## config.mk

```make
export PLATFORM = sky130hd
export DESIGN_NAME = oam_dma_arbiter
export DESIGN_NICKNAME = d
export VERILOG_FILES = /design/src/rtl/oam_dma_arbiter.sv
export SDC_FILE = /design/constraint.sdc
export NUM_CORES = 1
export LEC_CHECK = 0
export CAP_MARGIN = 0
export CORE_ASPECT_RATIO = 1.5
export CORE_UTILIZATION = 30
export DETAILED_ROUTE_END_ITERATION = 8
export GPL_TIMING_DRIVEN = 0
export PLACE_DENSITY = 0.64
export SYNTH_ARGS = -nofsm -noshare
export SYNTH_HDL_FRONTEND = slang
export SYNTH_SLANG_ARGS = --single-unit
```

## constraint.sdc

```tcl
create_clock -name CLK -period 1.5 [get_ports CLK]
set_input_delay 0.225 -clock CLK [delete_from_list [all_inputs] [get_ports CLK]]
set_output_delay 0.225 -clock CLK [all_outputs]
set_load 0.1 [all_outputs]
```

## src/rtl/oam_dma_arbiter.sv

```systemverilog
// Sprite DMA controller and CPU/DMA bus arbiter: a CPU write to DMA_REG_ADDR halts the CPU and copies a page to OAM.
// Optional build macro OAM_DMA_STAT_EN adds the dma_stall_cnt debug counter output.
module oam_dma_arbiter #(
    parameter logic [15:0] DMA_REG_ADDR  = 16'h4014,
    parameter logic [15:0] OAM_DATA_ADDR = 16'h2004,
    parameter int          XFER_LEN      = 256
) (
    input  logic        CLK,
    input  logic        RES,
    input  logic [15:0] cpu_a,
    input  logic [7:0]  cpu_dout,
    input  logic        cpu_rw,
    input  logic [7:0]  bus_din,
    output logic        rdy,
    output logic [15:0] bus_a,
    output logic [7:0]  bus_dout,
    output logic        bus_rw,
    output logic        dma_busy
`ifdef OAM_DMA_STAT_EN
    ,
    output logic [15:0] dma_stall_cnt
`endif
);

    localparam logic [2:0] IDLE      = 3'd0;
    localparam logic [2:0] WAIT_HALT = 3'd1;
    localparam logic [2:0] ALIGN     = 3'd2;
    localparam logic [2:0] READ      = 3'd3;
    localparam logic [2:0] WRITE     = 3'd4;

    localparam logic [7:0] LAST_IDX = 8'(XFER_LEN - 1);

    logic [2:0] state_q, state_d;
    logic       parity_q, parity_d;
    logic [7:0] page_q, page_d;
    logic [7:0] index_q, index_d;
    logic [7:0] buf_q, buf_d;
    logic       rdy_q, rdy_d;
    logic       busy_q, busy_d;
    logic       trigger;

    assign trigger = !cpu_rw && (cpu_a == DMA_REG_ADDR);

    always_comb begin
        state_d  = state_q;
        parity_d = ~parity_q;
        page_d   = page_q;
        index_d  = index_q;
        buf_d    = buf_q;
        case (state_q)
            IDLE: begin
                if (trigger) begin
                    page_d  = cpu_dout;
                    index_d = 8'd0;
                    state_d = WAIT_HALT;
                end
            end
            WAIT_HALT: begin
                // The first CPU read is the halt cycle; reads must land on get (parity 0) cycles.
                if (cpu_rw) begin
                    state_d = parity_q ? READ : ALIGN;
                end else if (trigger) begin
                    page_d = cpu_dout;
                end
            end
            ALIGN: state_d = READ;
            READ: begin
                buf_d   = bus_din;
                state_d = WRITE;
            end
            WRITE: begin
                if (index_q == LAST_IDX) begin
                    state_d = IDLE;
                end else begin
                    index_d = index_q + 8'd1;
                    state_d = READ;
                end
            end
            default: state_d = IDLE;
        endcase
        rdy_d  = (state_d == IDLE);
        busy_d = (state_d != IDLE);
    end

    always_ff @(posedge CLK or posedge RES) begin
        if (RES) begin
            state_q  <= IDLE;
            parity_q <= 1'b0;
            page_q   <= 8'd0;
            index_q  <= 8'd0;
            buf_q    <= 8'd0;
            rdy_q    <= 1'b1;
            busy_q   <= 1'b0;
        end else begin
            state_q  <= state_d;
            parity_q <= parity_d;
            page_q   <= page_d;
            index_q  <= index_d;
            buf_q    <= buf_d;
            rdy_q    <= rdy_d;
            busy_q   <= busy_d;
        end
    end

    always_comb begin
        bus_a    = cpu_a;
        bus_dout = cpu_dout;
        bus_rw   = cpu_rw;
        case (state_q)
            READ: begin
                bus_a    = {page_q, index_q};
                bus_dout = 8'h00;
                bus_rw   = 1'b1;
            end
            WRITE: begin
                bus_a    = OAM_DATA_ADDR;
                bus_dout = buf_q;
                bus_rw   = 1'b0;
            end
            default: ;
        endcase
    end

    assign rdy      = rdy_q;
    assign dma_busy = busy_q;

`ifdef OAM_DMA_STAT_EN
    logic [15:0] stall_q, stall_d;

    always_comb begin
        stall_d = stall_q;
        if (!rdy_q && (stall_q != 16'hFFFF)) begin
            stall_d = stall_q + 16'd1;
        end
    end

    always_ff @(posedge CLK or posedge RES) begin
        if (RES) begin
            stall_q <= 16'd0;
        end else begin
            stall_q <= stall_d;
        end
    end

    assign dma_stall_cnt = stall_q;
`endif

endmodule

```

# Word level (Yosys, flattened, before mapping)
# Index checks and enable logic that the tools add are counted.
# Widths: inputs -> output; s select.
# classes
addsub	1
eq_ne	9
n_mux	14
bitwise	1
reduce_logical	9
# ops
cell	count
$pmux 8 s2	3
$mux 8	4
$pmux 16 s2	1
$eq 16x15->1 const B	1
$pmux 3 s5	1
$add 8x1->8 const B	1
$eq 8x8->1 const B	1
$eq 3x2->1 const B	2
$logic_not 3->1	2
$mux 3	2
$ne 2x2->1 const B	3
$reduce_bool 2->1	2
$eq 3x1->1 const B	1
$eq 3x3->1 const B	1
$reduce_and 3->1	1
$reduce_bool 3->1	1
$mux 2	1
$pmux 1 s2	1
$reduce_and 2->1	1
$logic_and 1x1->1	1
$logic_not 1->1	1
$mux 1	1
$not 1->1	1
# totals
regBits	30
in_bits	35
output_inout_bits	27
wordCells	41

# Longest topological paths before layout
# depth
depth_word	5
depth_mapped	6
depth_no_buf	5

# Worst setup path before layout
# Ideal clock, no wire load.
# synth_timing
path_kind	reg-to-output
from	register state_q[1]
to	output port bus_rw
arrival_ps	2327
setup_slack_ps	-1052
path_stages_with_launch	6
n_path_buf	1
path_cell_list	dfrtp_1 > nand2_1 > nor2_2 > buf_2 > nor2_1 > nor2_1
# synth_between
elab_chain_len	2
word_cells_on_any_way	3
classes_between	eq/ne (2); mux (1)
# synth_rtl
item	line	source
from (decl)	33	logic [2:0] state_q, state_d;
from (signal assigned)	95	state_q <= state_d;
$eq 3x3->1 or $eq 3x2->1 (tied branches)	109	case (state_q)
$pmux 1 s2 *	109	
to (decl)	17	output logic bus_rw,
# Mark *: on every way between the ends. The rest lies on a longest branch, timed or not.

# Final worst setup path
# layout_timing
from	register state_q[1]
to	output port bus_a[10]
# layout_between
elab_chain_len	2
word_cells_on_any_way	3
classes_between	eq/ne (2); mux (1)
# layout_rtl
item	line	source
$eq 3x3->1 or $eq 3x2->1 (tied branches)	109	
$pmux 16 s2 *	109	
to (decl)	15	output logic [15:0] bus_a,
# Marked as above.

==> impl_metrics.py <==
metrics = {
    "outcome": {
        "violations": "setup timing",
        "run_status": "complete, but fails checks",
    },
    "grt": {
        "antenna_found_initial": 0,
        "grt_pass1_wl_um": 8790,
        "track_usage_pct": 19.9,
        "grt_max_degree": 31,
        "grt_overflow": 0,
        "first_global_vias": 1766,
    },
    "pwr": {
        "finalPower_mw": 6.29,
        "combPwrFrac_pct": 69.5,
        "power_switching_mw": 3.12,
        "p_sw_share_pct": 49.6,
        "power.leakage_nw": 1.55,
        "power_density_nw_per_um2": 1840,
        "peakVddDrop_v": 0.00114,
        "pwr-share-clk_pct": 11.1,
        "internal_power_mw": 3.17,
        "power_frac_seq_pct": 19.4,
    },
    "synth": {
        "synth_edf_count": 0,
        "synthesis.area_um2": 1630,
        "synth-seq-cells": 30,
        "ys_seq_area_share_pct": 46.1,
        "synth_compound_area_share_pct": 17.0,
        "synth_top_family_by_area": "simple AND/OR/NAND/NOR gates",
        "synth-simple-area-share_pct": 18.7,
        "synth_cell_types": 37,
        "synth_flop_cell": "dfrtp_1",
        "yosys_warnings": 0,
        "synthMuxAreaShare_pct": 13.5,
        "synth_xor_area_share_pct": 1.07,
        "synthArstFlopShare_pct": 100,
        "avgSynthCellArea_um2": 11.0,
        "syn_inst": 149,
        "synth_fp_nets": 185,
        "synthAdderAreaFrac_pct": 0.767,
    },
    "layout": {
        "area_growth_pct": 109,
        "drive_gt1_share_pct": 54.7,
        "fin_util_pct": 65.5,
        "final_cells": 313,
        "mostFrequentLayoutCells": "buf_12, dfrtp_1, clkdlybuf4s50_1",
        "diodes": 0,
        "final_common_cell": "buf_12",
        "finalInstanceArea_um2": 3410,
        "nets": 280,
    },
    "clocking": {
        "path_clk_slew_ns": 0.07,
        "cts_sinks": 30,
        "clk_latency_ns": 0.28,
        "cts_tree": "built",
        "numCtsBuffers": 5,
        "cts_max_path_buffers": 2,
        "cts_max_level": 2,
        "cts_root_buffer": "clkbuf_8",
    },
    "drt": {
        "drc_errors": 0,
        "dr_total_vias": 1627,
        "dr.pass1.iters": 4,
        "wl_per_cell_um": 17.9,
        "antenna_left": 0,
        "via_per_inst": 5.20,
        "postRouteWirelength_um": 5590,
        "first_iter_violations": 48,
    },
    "timing": {
        "finalHoldViolations": 0,
        "rsz0062_at_grt": "true",
        "max_freq_mhz": 513,
        "fin_setup_tns_ns": -13.39,
        "finalSetupViolCount": 41,
        "finalClockSkew_ns": 0.00470,
        "finalMaxSlewViolations": 0,
        "hold_ws_ns": 0.254,
        "timing.final.ws_setup_ns": -0.451,
        "fin_crit_ns": 1.95,
        "period_share_pct": 130,
        "worstMarginPinSlew_ns": 0.547,
        "max-slew-margin-rel_pct": 63.7,
    },
    "floorplan": {
        "ios": 62,
        "dieWidth_um": 62.2,
        "row_count": 32,
        "die-area_um2": 5740,
        "die_y_um": 92.3,
        "core_um2": 5200,
        "start_util_pct": 31.3,
    },
    "flow_run": {
        "maxCapViolations": 0,
    },
    "critical_path": {
        "critPathCaptureType": "primary output",
        "critPathLaunchType": "register",
        "critPathMaxFanout": 10,
        "r2r-end": "page_q[6]$_DFFE_PP0P_",
        "path_class": "reg -> out",
        "reg2reg_setup_slack_ns": -0.19,
        "startpoint": "state_q[1]$_DFF_PP0_",
        "cp.required_ns": 1.27,
        "r2r_cells": 6,
        "arrival_ns": 1.73,
        "endpoint": "bus_a[10]",
        "r2r_start": "state_q[2]$_DFF_PP0_",
    },
    "placement": {
        "placed_cells": 278,
        "place_ws_ns": -1.35,
        "dp_hpwl_um": 3450,
        "gp_congestion": 0.741,
        "port_buffers": 61,
        "placed_area_um2": 2640,
    },
    "min_path": {
        "min_path_type": "in -> async",
    },
}
cells by family (layout without fill, tap and decap cells):
| logic type | Yosys count | in the layout |
|---|---|---|
| DFF | 30 | 30 |
| buffers and inverters | 8 | 104 |
| xor gates and xnor gates | 2 | 2 |
| AOI/OAI and AO/OA | 35 | 35 |
| and+or+nand+nor | 53 | 53 |
| adders and majority gates | 1 | 1 |
| muxes | 20 | 20 |
registers in the layout (all words and copies together), names as in the netlist:
signal,cells
parity_q,1
dma_busy,1
buf_q,8
index_q,8
state_q,3
rdy,1
page_q,8
worst min path at each step:
stage	from	to	depth (start not counted)
finish	RES	buf_q[2]$_DFFE_PP0N_	2
global route	RES	buf_q[2]$_DFFE_PP0N_	2
CTS	parity_q$_DFF_PP0_	parity_q$_DFF_PP0_	1
detailed placement	parity_q$_DFF_PP0_	parity_q$_DFF_PP0_	1
global placement	parity_q$_DFF_PP0_	parity_q$_DFF_PP0_	1
floorplan	RES	buf_q[0]$_DFFE_PP0N_	1
worst max-delay path, stage by stage (launching register included):
cell and delay (ns):
dfrtp_2 0.47, nor3b_4 0.21, buf_6 0.16, nor2_4 0.06
buf_8 0.15, a22o_4 0.23, buf_12 0.16
what timing repair did:
item,in CTS,in global routing
endpoints found under the hold margin,0,0
hold buffers,0,0
setup buffers,17,9
setup endpoints to repair,49,45
pin swaps,7,11
resized for setup,254,21
cells in the mapped netlist (2+ instances only):
master    instances  share of area (%)
dfrtp_1          29                 44
nand2_1          10                2.3
o211ai_1          2               0.92
nand2b_1          3                1.2
o21ai_0           4                1.2
or3_1             2               0.77
nor3_1            4                1.2
nor2_1           13                3.0
nor4_1            2               0.77
a22o_1           22                 12
nor2b_1           4                1.5
xor2_1            2                1.1
mux2i_1           4                2.5
mux2_2           16                 11
inv_1             2               0.46
and3_1            3                1.2
buf_2             4                1.2
nand3_1           3               0.92
a21oi_1           2               0.61
cell type report:
type	instances	area (um2)
fill	369	1790
multi-input combinational	111	1240
timing repair buffer	88	1130
sequential	30	754
buffer	6	97.6
clock buffer	7	86.3
tap	68	85.1
inverter	2	7.51
clock inverter	1	5.00
power groups by stage:
stage | logic, mW | clock network [mW] | registers (mW)
global route | 4.54 | 0.742 | 1.25
finish | 4.38 | 0.698 | 1.22
CTS | 4.16 | 0.708 | 1.22
detailed placement | 3.42 | 0 | 1.25
floorplan | 2.56 | 0 | 1.40
global placement | 3.41 | 0 | 1.24
metal layers:
layer  track usage, %  up-vias  routed length (um)
li1                 -      752                   -
met1             21.9      792                2230
met2             33.9       71                2820
met3             6.77       12                 400
met4             9.88        0                 148
met5                0        -                   0
(Power assumes the default switching activity.)
